File: src/rtl/tape_ear_filter.sv
// Tape/EAR input conditioner: synchronises the comparator pin, rejects short glitches,
// measures the spacing of accepted edges and reports tape activity to the ULA side.
module tape_ear_filter #(
    parameter int SYNC_STAGES   = 2,
    parameter int GLITCH_CYCLES = 4,
    parameter int PW_WIDTH      = 16,
    parameter int ACT_TIMEOUT   = 3500000
) (
    input  logic                clk,
    input  logic                nreset,
    input  logic                ear_raw,
    input  logic                invert,
    output logic                ear,
    output logic                ear_edge,
    output logic [PW_WIDTH-1:0] pulse_len,
    output logic                pulse_valid,
    output logic                active
);

    localparam int DCNT_W = (GLITCH_CYCLES > 1) ? $clog2(GLITCH_CYCLES) : 1;
    localparam int IDLE_W = $clog2(ACT_TIMEOUT + 1);

    localparam logic [DCNT_W-1:0] DCNT_LAST = DCNT_W'(GLITCH_CYCLES - 1);
    localparam logic [IDLE_W-1:0] IDLE_LOAD = IDLE_W'(ACT_TIMEOUT);
    localparam logic [IDLE_W-1:0] IDLE_ONE  = IDLE_W'(1);

    logic [SYNC_STAGES-1:0] r_sync;
    logic [DCNT_W-1:0]      r_dcnt;
    logic                   r_ear;
    logic                   r_ear_edge;
    logic [PW_WIDTH-1:0]    r_cyc;
    logic [PW_WIDTH-1:0]    r_pulse_len;
    logic                   r_pulse_valid;
    logic [IDLE_W-1:0]      r_idle;
    logic                   r_active;

    logic                   w_s;
    logic                   w_diff;
    logic                   w_accept;
    logic [PW_WIDTH-1:0]    w_cyc_sat;

    // Polarity is quasi-static, so it is applied after the chain rather than synchronised.
    assign w_s       = r_sync[SYNC_STAGES-1] ^ invert;
    assign w_diff    = (w_s != r_ear);
    assign w_accept  = w_diff && (r_dcnt == DCNT_LAST);
    assign w_cyc_sat = (r_cyc == {PW_WIDTH{1'b1}}) ? r_cyc : r_cyc + 1'b1;

    // NOTE: every state register uses <= so all blocks see pre-edge values of each other.
    always_ff @(posedge clk or negedge nreset) begin
        if (!nreset) begin
            r_sync <= '0;
        end else begin
            r_sync <= {r_sync[SYNC_STAGES-2:0], ear_raw};
        end
    end

    // A new level must disagree with ear for GLITCH_CYCLES consecutive clocks to be taken.
    always_ff @(posedge clk or negedge nreset) begin
        if (!nreset) begin
            r_dcnt     <= '0;
            r_ear      <= 1'b0;
            r_ear_edge <= 1'b0;
        end else begin
            r_ear_edge <= w_accept;
            if (!w_diff) begin
                r_dcnt <= '0;
            end else if (w_accept) begin
                r_ear  <= w_s;
                r_dcnt <= '0;
            end else begin
                r_dcnt <= r_dcnt + 1'b1;
            end
        end
    end

    // pulse_len reports sat(cyc+1) so edges N clocks apart read back as exactly N.
    always_ff @(posedge clk or negedge nreset) begin
        if (!nreset) begin
            r_cyc         <= '0;
            r_pulse_len   <= '0;
            r_pulse_valid <= 1'b0;
        end else begin
            r_pulse_valid <= w_accept && r_active;
            if (w_accept) begin
                r_pulse_len <= w_cyc_sat;
                r_cyc       <= '0;
            end else begin
                r_cyc <= w_cyc_sat;
            end
        end
    end

    // An accepted edge reloads the idle timer and wins over a coincident timeout.
    always_ff @(posedge clk or negedge nreset) begin
        if (!nreset) begin
            r_idle   <= '0;
            r_active <= 1'b0;
        end else if (w_accept) begin
            r_idle   <= IDLE_LOAD;
            r_active <= 1'b1;
        end else if (r_idle != '0) begin
            r_idle <= r_idle - 1'b1;
            if (r_idle == IDLE_ONE) begin
                r_active <= 1'b0;
            end
        end
    end

    assign ear         = r_ear;
    assign ear_edge    = r_ear_edge;
    assign pulse_len   = r_pulse_len;
    assign pulse_valid = r_pulse_valid;
    assign active      = r_active;

    a_valid_needs_edge : assert property (@(posedge clk) disable iff (!nreset)
        r_pulse_valid |-> r_ear_edge);

    if (GLITCH_CYCLES >= 2) begin : g_edge_spacing
        a_no_double_edge : assert property (@(posedge clk) disable iff (!nreset)
            r_ear_edge |=> !r_ear_edge);
    end

endmodule
File: config.mk
export PLATFORM = sky130hd
export DESIGN_NAME = tape_ear_filter
export DESIGN_NICKNAME = d
export VERILOG_FILES = /design/src/rtl/tape_ear_filter.sv
export SDC_FILE = /design/constraint.sdc
export NUM_CORES = 1
export LEC_CHECK = 0
export ABC_AREA = 1
export CELL_PAD_IN_SITES_DETAIL_PLACEMENT = 0
export CELL_PAD_IN_SITES_GLOBAL_PLACEMENT = 1
export CORE_UTILIZATION = 47
export DETAILED_ROUTE_END_ITERATION = 7
export GPL_ROUTABILITY_DRIVEN = 0
export PLACE_DENSITY = 0.87
export SLEW_MARGIN = 30
export SYNTH_ARGS = -nofsm -noshare
export SYNTH_HDL_FRONTEND = slang
export SYNTH_SLANG_ARGS = --single-unit
File: constraint.sdc
create_clock -name clk -period 4.49 [get_ports clk]
set_input_delay 0.449 -clock clk [delete_from_list [all_inputs] [get_ports clk]]
set_output_delay 0.449 -clock clk [all_outputs]
set_load 0.05 [all_outputs]
# ---- Word level (Yosys, flattened, before mapping)
# Index checks and enable logic that the tools add are counted.
# W data, S select, Z words.
dict set report totals {
  register_bits 62
  latch_bits 0
  mem_bits_rw 0
  romBits 0
  out_inout_bits 20
  memories 0
}
dict set report classes {
  addsub 3
  multipliers 0
  div 0
  order_cmp 0
  eq_ne 4
  shifts 0
  mux 9
  bitwise 1
  n_reduce_logical 7
}
# op count
set ops {}
lappend ops {{$mux W22} 2}
lappend ops {{$mux W16} 2}
lappend ops {{$eq A22 B1 Y1 const B} 1}
lappend ops {{$reduce_bool A22 Y1} 1}
lappend ops {{$sub A22 B1 Y22 const B} 1}
lappend ops {{$add A16 B1 Y16 const B} 1}
lappend ops {{$eq A16 B16 Y1 const B} 1}
lappend ops {{$mux W2} 2}
lappend ops {{$reduce_and A2 Y1} 2}
lappend ops {{$reduce_bool A2 Y1} 2}
lappend ops {{$mux W1} 3}
lappend ops {{$add A2 B1 Y2 const B} 1}
lappend ops {{$eq A2 B2 Y1 const B} 1}
lappend ops {{$logic_and A1 B1 Y1} 2}
lappend ops {{$ne A1 B1 Y1} 1}
lappend ops {{$xor A1 B1 Y1} 1}

# ---- Depth between registers and ports, before layout
# Gate-level depths: netlist of the first run.
dict set report logic_depth {
  word_depth 5
  ltp_mapped 10
}

# ---- Worst setup path after synthesis of the first run
# OpenSTA, ideal clock, no wires.
dict set report synth_timing {
  kind {reg2reg}
  start {register r_idle[0]}
  end {register r_idle[5]}
  t_arrival_ps 1367
  t_required_ps 4365
  path_slack_ps 2998
  path_stages_with_launch 9
  cell_sequence {dfrtp_1 -> inv_1 -> ha_1 -> nand2_1 -> nor2_4 -> nand3_4 -> buf_6 -> nand3b_1 -> nand3_1}
}
dict set report synth_between {
  elab_chain_len 3
  word_cells_on_any_way 5
}
# item line_no
set synth_rtl {}
lappend synth_rtl {{start: declaration} 34} ;# logic [IDLE_W-1:0] r_idle;
lappend synth_rtl {{start signal: assignment} 102} ;# r_idle <= r_idle - 1'b1;
lappend synth_rtl {{$sub A22 B1 Y22} 102}
lappend synth_rtl {{$mux W22} 101} ;# end else if (r_idle != '0) begin
lappend synth_rtl {{$mux W22} 98} ;# end else if (w_accept) begin
# Parallel ways exist; a longest one is shown, timed or not. The select of a mux whose other input is x is not followed.
# A chain may end at the register's enable or synchronous reset.

# ---- Final worst setup path of the first run
dict set report layout_timing {
  start {input invert}
  end {register r_idle[20]}
}
dict set report layout_between {
  elab_chain_len 4
  word_cells_on_any_way 5
}
# item line_no
set layout_rtl {}
lappend layout_rtl {{start: declaration} 12} ;# input logic invert,
lappend layout_rtl {{$xor A1 B1 Y1 (*)} 43} ;# assign w_s = r_sync[SYNC_STAGES-1] ^ invert;
lappend layout_rtl {{$ne A1 B1 Y1 (*)} 44} ;# assign w_diff = (w_s != r_ear);
lappend layout_rtl {{$logic_and A1 B1 Y1 (*)} 45} ;# assign w_accept = w_diff && (r_dcnt == DCNT_LAST);
lappend layout_rtl {{$mux W22 or $reduce_bool A2 Y1 (tied branches)} --}
# Every way passes the cells marked *; elsewhere a longest branch is shown, timed or not.

==> flow_summary.yaml, run 1 <==
placed_design:
  post-place-ws_ps: 1710
  io_buffers: 23
  hpwl_um: 4550
  postPlaceCellArea_um2: 3580
sta:
  setup_ws_ps: 2110
  rsz0062_at_grt: "no"
  tns_ps: 0
  slew_headroom_pct: 42.3
  worst_slew_pin_slew_ps: 864
  fin_skew_ps: 6.96
  setup_viol: 0
  hold_violations: 0
  finalMaxSlewViolations: 0
  max_freq_ghz: 0.420
  finalWorstPathRequiredPeriod_ps: 2380
  finalCritPeriodShare_pct: 53.0
grt:
  antenna_found_initial: 0
  grt_usage_pct: 20.4
  grt_start_max_net_pins: 63
  grt_pass1_wl_um: 11400
  first_global_vias: 2593
  grt-ovfl-total: 0
setup_path:
  worstPathArrival_ps: 2610
  critPathMaxFanout: 47
  critPathLaunchType: "input port"
  setup.worst_path.end_class: "flip-flop"
  crit_required_ps: 4730
  worst-setup-path-type: "input port to flip-flop"
clock_network:
  ctsResizeCount: 0
  cts_max_path_buffers: 2
  ctsHtreeMaxLevel: 3
  clkSinkCount: 62
  cts.root.buffer_cell: "clkbuf_8"
  postCtsSetupBuffers: 0
  tritoncts: "done"
  ctsHoldBuffers: 0
  path_clk_slew_ps: 70
  cts_buffers: 9
  clk_latency_ps: 350
drt:
  final_antenna_net_count: 0
  vias: 2711
  drtPass1Iterations: 5
  wirelength_um: 6610
  route.detailed.vias_per_inst: 4.90
  wire_per_inst_um: 12.0
  drtIter0Drc: 110
  drc: 0
synth:
  synth_edf_count: 0
  synth_top_cell_by_area: "dfrtp_1"
  synth_common_cells: "nand2_1, dfrtp_1, nor2_1, inv_1, nand3_1"
  synthDistinctLibCells: 29
  syn-cell-area_um2: 3300
  async_reset_ff_share_pct: 100
  yosysWarnings: 0
  synth_cells: 426
  ys_seq_area_share_pct: 47.0
  synth_top_area_share_pct: 47.0
  syn-num-nets: 434
  synthFlopType: "dfrtp_1"
  yosys-top-cells-area: "dfrtp_1, nand2_1, nand3_1, nor2_1, inv_1"
  synth.avg_cell_area_um2: 7.76
  ys_ff_latch: 62
  synth_most_common_cell: "nand2_1"
power_and_ir_drop:
  p_per_area_nw_per_um2: 528
  peakVddDrop_v: 0.000326
  p_leak_nw: 1.88
finish:
  antenna_cells: 0
  finalNetCount: 460
  area_delta_synth_final_pct: 13.6
  drive_gt1_share_pct: 8.75
  multi_input_area_um2: 1480
  final-seq-area_um2: 1550
  stdcell_area_um2: 3750
  fill_cells: 660
status:
  status: "finished, final reports clean"
floorplan:
  die_w_um: 85.9
  ioPinCount: 24
  die_area_um2: 7370
  start_util_pct: 48.6
  rows: 30
  die_h_um: 85.9
  fp.coreArea_um2: 6790
hold_path:
  hp-class: "input port to async pin"
flow_run:
  drv_cap: 0
-- cells by family (layout without fill, tap and decap cells) --
family / Yosys count / after routing / synth area share (%)
and+or+nand+nor: 266 / 266 / 36.6
AOI/OAI and AO/OA: 23 / 23 / 3.71
xor gates and xnor gates: 10 / 10 / 2.65
DFF: 62 / 62 / 47.0
adders and majority gates: 4 / 4 / 1.51
buffers and inverters: 61 / 92 / 8.56
-- final timing paths --
path,start,slack [ps],cells after the start,to
worst max-delay path,invert,2110,8,r_idle[20]$_DFFE_PN0P_
worst min-delay path,nreset,250,2,r_dcnt[1]$_DFF_PN0_
worst max register to register,r_sync[1]$_DFF_PN0_,2290,7,r_idle[20]$_DFFE_PN0P_
worst min register to register,r_sync[0]$_DFF_PN0_,350,0,r_sync[1]$_DFF_PN0_
max in group asynchronous,nreset,3700,2,pulse_len[13]$_DFFE_PN0P_
min in group clk,r_sync[0]$_DFF_PN0_,350,0,r_sync[1]$_DFF_PN0_
-- area by class of cell --
type	instances	share of cell area [%]
clock inverter	7	1.33
multi-input combinational	303	39.3
timing repair buffer	25	6.40
inverter	51	5.10
clock buffer	9	3.30
tap	96	3.20
sequential	62	41.3
-- sequential cells by signal, indices dropped and copies added (netlist names) --
name / count
r_cyc: 16
r_dcnt: 2
active: 1
ear_edge: 1
r_sync: 2
pulse_len: 16
r_idle: 22
ear: 1
pulse_valid: 1
-- layer usage --
| layer | up-vias | share of wire (%) | GRT usage (%) |
|---|---|---|---|
| met4 | 0 | 1.1 | 8.33 |
| met5 | - | 0 | 0 |
| met2 | 32 | 52 | 36.4 |
| met3 | 5 | 2.3 | 6.06 |
| li1 | 1396 | - | - |
| met1 | 1278 | 45 | 22.8 |
-- critical path: stages --
cell,delay (ps)
clkdlybuf4s50_1,450
xnor2_1,220
nand2_1,110
nand3_2,80
buf_4,430
inv_1,530
a21oi_1,260
nand2_1,70
-- power by group --
group	switching, mW	total [mW]	internal (mW)
logic	0.473	0.727	0.254
registers	0.118	0.822	0.704
clock network	0.232	0.432	0.200
-- through the flow --
| stage | util, % | cells | power (mW) | hold WS [ps] |
|---|---|---|---|---|
| after global routing | 55.2 | 553 | 2.12 | 331 |
| after detailed placement | 52.7 | 537 | 1.56 | 336 |
| after floorplan | - | 426 | 1.36 | 153 |
| after global placement | 52.7 | 537 | 1.55 | 335 |
| after CTS | 55.2 | 553 | 2.01 | 276 |
| final | 55.2 | 553 | 1.98 | 254 |
-- cells in the final DEF, fill, tap and decap left out, drive strengths merged, types with 3 or more instances in the layout --
master	count
clkinv	3
clkbuf	9
dfrtp	62
clkdlybuf4s50	22
buf	3
inv	52
a21oi	10
or2	3
xnor2	4
nor2	62
xor2	6
nand3b	4
o21ai	10
ha	4
nor3	3
nand3	44
clkinvlp	3
nand4	15
nand2	132
(Power assumes the default switching activity.)
==> run 2: changes to the inputs <==
- CORE_UTILIZATION: 47 -> 43
- PLACE_DENSITY: 0.87 -> 0.81
- clock period: 4.49 -> 2.3 ns (I/O delays scaled with it)
==> run 2 against run 1 <==
  * Non-clock buffer count up 3
  * Cell area rose by 2.0%
  * Die area rose by 9.1%
  * Final cell count increased by 1.1%
  * Combinational power increased by 97%
  * Sequential share of layout area is 0.81 points lower
  * Clock skew grew 6.7 ps
  * Flip-flop and latch count unchanged
  * Register-to-register slack lost 1900 ps
  * Via count grew 1.3%
  * Critical path type is now flip-flop to flip-flop
==> flow_summary.yaml, run 2 (same netlist as run 1, synthesis figures left out) <==
clock_network:
  cts.root.buffer_cell: "clkbuf_8"
  path_clk_slew_ps: 70
  clk_latency_ps: 360
  clkSinkCount: 62
  ctsHtreeMaxLevel: 3
  cts_buffers: 9
  cts_max_path_buffers: 2
  tritoncts: "done"
setup_path:
  worst-setup-path-type: "flip-flop to flip-flop"
  critPathMaxFanout: 15
  setup.worst_path.end_class: "flip-flop"
  worstPathArrival_ps: 2140
  crit_buf_inv: 3
  cpMostUsedCell: "inv_2"
  slowest_delay_ps: 390
  crit_required_ps: 2550
  crit_chain: "inv_1 > ha_1 > nand2_1 > nor2_4 > nand3_4 > inv_2 > nand2_2 > inv_2 > nor2_1"
  crit_family: "simple AND/OR/NAND/NOR gates"
  critPathLaunchType: "flip-flop"
  cp_slowest_cell: "dfrtp_1"
drt:
  vias: 2746
  drtPass1Iterations: 4
  wire_per_inst_um: 12.6
  wirelength_um: 7060
  final_antenna_net_count: 0
  drtIter0Drc: 139
  route.detailed.vias_per_inst: 4.91
  drc: 0
sta:
  finalCritPeriodShare_pct: 81.9
  max_freq_ghz: 0.531
  setup_ws_ps: 415
  finalMaxSlewViolations: 0
  worst_slew_pin_slew_ps: 610
  setup_viol: 0
  slew_headroom_pct: 59.3
  rsz0062_at_grt: "no"
  tns_ps: 0
  fin_skew_ps: 13.7
  hold_violations: 0
  finalWorstPathRequiredPeriod_ps: 1880
placed_design:
  post-place-ws_ps: 393
  io_buffers: 23
  hpwl_um: 5070
  postPlaceCellArea_um2: 3610
power_and_ir_drop:
  p_per_area_nw_per_um2: 1060
  peakVddDrop_v: 0.000580
  p_leak_nw: 1.92
  p_total_mw: 4.05
floorplan:
  start_util_pct: 45.1
  fp.coreArea_um2: 7330
  ioPinCount: 24
  rows: 31
  die_h_um: 89.7
  die_w_um: 89.7
  die_area_um2: 8040
grt:
  grt_usage_pct: 20.6
  grt_pass1_wl_um: 12500
  grt-ovfl-total: 0
  first_global_vias: 2791
  grt_start_max_net_pins: 36
  antenna_found_initial: 0
flow_run:
  drv_cap: 0
status:
  status: "finished, final reports clean"
finish:
  final-seq-area_um2: 1550
  finalNetCount: 463
  multi_input_area_um2: 1480
  area_delta_synth_final_pct: 15.8
  stdcell_area_um2: 3830
  final_core_util_pct: 52.2
  antenna_cells: 0
  largest-register: "r_idle"
  fill_cells: 693
  drive_gt1_share_pct: 9.13
  final_cell_mix: "nand2_1, dfrtp_1, nor2_1, inv_1, nand3_1"
  final_common_cell: "nand2_1"
  largest_register_ff_count: 22
hold_path:
  hp-class: "input port to flip-flop"
run 2: changes by cell type in the layout (fill, tap and decap cells not counted):
cell and delta:
buf_4 +1, bufinv_16 +1, clkinv_2 -2, dlygate4sd3_1 +1
buf_12 +1, clkbuf_8 +1
run 2: worst register-to-register path, stage by stage (launching register included):
cell	delay (ps)
dfrtp_1	390
inv_1	180
ha_1	280
nand2_1	150
nor2_4	190
nand3_4	200
inv_2	140
nand2_2	80
inv_2	110
nor2_1	60
run 2: area by class of cell:
class                   count  share of cell area, %
flip-flops and latches     62                   40.5
repair buffers             28                   7.26
multi-input cells         303                   38.5
inverters                  51                   5.00
clock buffers              10                   3.60
well taps                  99                   3.24
clock inverters             6                   1.83
run 2: what timing repair did:
action	CTS	global route
hold buffers	1	0
setup buffers	0	0
endpoints found under the hold margin	26	0
gates resized for setup	0	0
endpoints found under the setup margin	0	0
run 2: layer usage:
metal  vias up  routed length, um  GRT usage (%)  share of wire, %
met5         -                  0              0                 0
met4         0                213           10.4               3.0
met3        17                218           4.84               3.1
met2        36               3520           36.3                50
met1      1298               3110           23.4                44
li1       1395                  -              -                 -
run 2: final timing paths:
check / from / endpoint / slack (ps) / cells after the start
min reg2reg: r_sync[0]$_DFF_PN0_ / r_sync[1]$_DFF_PN0_ / 360 / 0
max reg2reg: r_idle[0]$_DFFE_PN0P_ / r_idle[17]$_DFFE_PN0P_ / 420 / 9
max in group asynchronous: nreset / r_idle[6]$_DFFE_PN0P_ / 1190 / 3
min in group asynchronous: nreset / pulse_len[4]$_DFFE_PN0P_ / 400 / 2
min: ear_raw / r_sync[0]$_DFF_PN0_ / 320 / 1
max: r_idle[0]$_DFFE_PN0P_ / r_idle[17]$_DFFE_PN0P_ / 420 / 9
run 2: report_power, final:
part / internal, mW / switching [mW] / total [mW]
combinational: 0.508 / 0.925 / 1.43
clock: 0.535 / 0.477 / 1.01
sequential: 1.37 / 0.233 / 1.61
total: 2.42 / 1.64 / 4.05
run 2: metrics by stage:
step / hold slack (ps) / std cells
5_1_grt: 302 / 559
6_report: 315 / 559
3_3_place_gp: 281 / 542
3_5_place_dp: 280 / 542
2_1_floorplan: -65.6 / 426
4_1_cts: 301 / 559
==> run 3: changes to the inputs <==
- CORE_UTILIZATION: 43 -> 39
- PLACE_DENSITY: 0.81 -> 0.77
- clock period: 2.3 -> 1.7 ns (I/O delays scaled with it)
==> run 3 against run 2 <==
  * Final cell count rose by 2.5%
  * Clock-buffer cell count rose by 1
  * Largest cell class unchanged
  * Core utilization fell by 4.2 points
  * Critical endpoint is now pulse_valid
  * Wire length fell by 0.89%
  * Highest routed layer unchanged
==> flow_summary.yaml, run 3 (same netlist as run 1, synthesis figures left out) <==
setup_path:
  cp_slowest_cell: "clkdlybuf4s50_1"
  r2r_start: "r_cyc[0]$_DFF_PN0_"
  worstPathArrival_ps: 1470
  crit_family: "buffers and inverters"
  crit_chain: "clkdlybuf4s50_1"
  rr_endpoint: "r_cyc[2]$_DFF_PN0_"
  crit_required_ps: 1530
  worst-setup-path-type: "flip-flop to primary output"
  critPathMaxFanout: 1
  rrSetupSlack_ps: 160
  critPathLaunchType: "flip-flop"
  crit_buf_inv: 1
  r2r_cells: 8
  slowest_delay_ps: 800
  setup.worst_path.end_class: "primary output"
sta:
  worst_slew_pin_slew_ps: 509
  fin_skew_ps: 6.87
  rsz0062_at_grt: "no"
  hold_violations: 0
  tns_ps: 0
  finalCritPeriodShare_pct: 96.4
  setup_viol: 0
  finalWorstPathRequiredPeriod_ps: 1640
  setup_ws_ps: 60.8
  slew_headroom_pct: 66.0
  max_freq_ghz: 0.610
  finalMaxSlewViolations: 0
  fin_hold_ws_ps: 260
grt:
  first_global_vias: 2777
  grt_pass1_wl_um: 12600
  antenna_found_initial: 0
  grt_usage_pct: 18.5
  grt-ovfl-total: 0
  grt_start_max_net_pins: 63
drt:
  drtIter0Drc: 129
  vias: 2707
  drc: 0
  route.detailed.vias_per_inst: 4.72
  wire_per_inst_um: 12.2
  final_antenna_net_count: 0
  wirelength_um: 7000
  drtPass1Iterations: 4
finish:
  final_cell_mix: "nand2_1, dfrtp_1, nor2_1, inv_1, nand3_1"
  finalNetCount: 471
  antenna_cells: 0
  final_common_cell: "nand2_1"
  stdcell_area_um2: 3950
  largest-register: "r_idle"
  area_delta_synth_final_pct: 19.5
  fin_cells: 573
  drive_gt1_share_pct: 11.1
  largest_register_ff_count: 22
placed_design:
  post-place-ws_ps: 52.4
  hpwl_um: 4970
  dp.cells: 556
  io_buffers: 23
  postPlaceCellArea_um2: 3710
floorplan:
  rows: 33
  fp.coreArea_um2: 8220
  ioPinCount: 24
  die_area_um2: 8850
  die_h_um: 94.1
  die_w_um: 94.1
  start_util_pct: 40.2
status:
  status: "finished, final reports clean"
hold_path:
  hold_path_depth: 1
  hp-start: "ear_raw"
  hp-class: "input port to flip-flop"
  hold_path_end: "r_sync[0]$_DFF_PN0_"
clock_network:
  clk_latency_ps: 350
  cts_max_path_buffers: 2
  cts.root.buffer_cell: "clkbuf_8"
  ctsHtreeMaxLevel: 3
  path_clk_slew_ps: 70
  clkSinkCount: 62
  tritoncts: "done"
  postCtsSetupBuffers: 0
  cts_buffers: 9
power_and_ir_drop:
  peakVddDrop_v: 0.000723
  p_per_area_nw_per_um2: 1390
  p_leak_nw: 2.17
flow_run:
  drv_cap: 0
[run 3: cell type report]
type | count | area [um2]
sequential | 62 | 1550
clock inverter | 5 | 57.6
multi-input combinational | 303 | 1480
timing repair buffer | 36 | 397
clock buffer | 11 | 141
tap | 105 | 131
inverter | 51 | 191
fill | 824 | 4270
[run 3: per-stage QoR]
step	util (%)	power, mW
4_1_cts	47.6	5.59
2_1_floorplan	-	3.59
3_3_place_gp	45.2	4.22
3_5_place_dp	45.2	4.25
5_1_grt	48.1	5.91
6_report	48.1	5.50
[run 3: metal layers]
layer,up-vias,track usage [%],share of wire [%]
met3,10,5.18,2.4
met4,0,7.05,1.6
met1,1252,21.3,47
met2,27,32.5,49
met5,-,0,0
li1,1418,-,-
[run 3: what timing repair did]
action,CTS,global route
setup endpoints to repair,5,24
hold buffers,1,0
pin swaps,0,0
gates resized for setup,5,14
hold endpoints to repair,62,0
[run 3: how the worst max path moves through the flow]
stage / start / end / slack [ps] / depth (start not counted)
floorplan: r_idle[0]$_DFFE_PN0P_ / r_idle[5]$_DFFE_PN0P_ / 210 / 8
global placement: invert / r_idle[20]$_DFFE_PN0P_ / 110 / 8
detailed placement: invert / r_idle[21]$_DFFE_PN0P_ / 50 / 8
CTS: pulse_len[13]$_DFFE_PN0P_ / pulse_len[13] / 3 / 1
global route: r_cyc[0]$_DFF_PN0_ / r_cyc[2]$_DFF_PN0_ / 5 / 8
finish: pulse_valid$_DFF_PN0_ / pulse_valid / 60 / 1
[run 3: report_power, final]
part | switching (mW) | internal, mW | leakage (nW)
registers | 0.302 | 1.86 | 0.753
clock network | 0.602 | 0.720 | 0.104
logic | 1.28 | 0.734 | 1.32
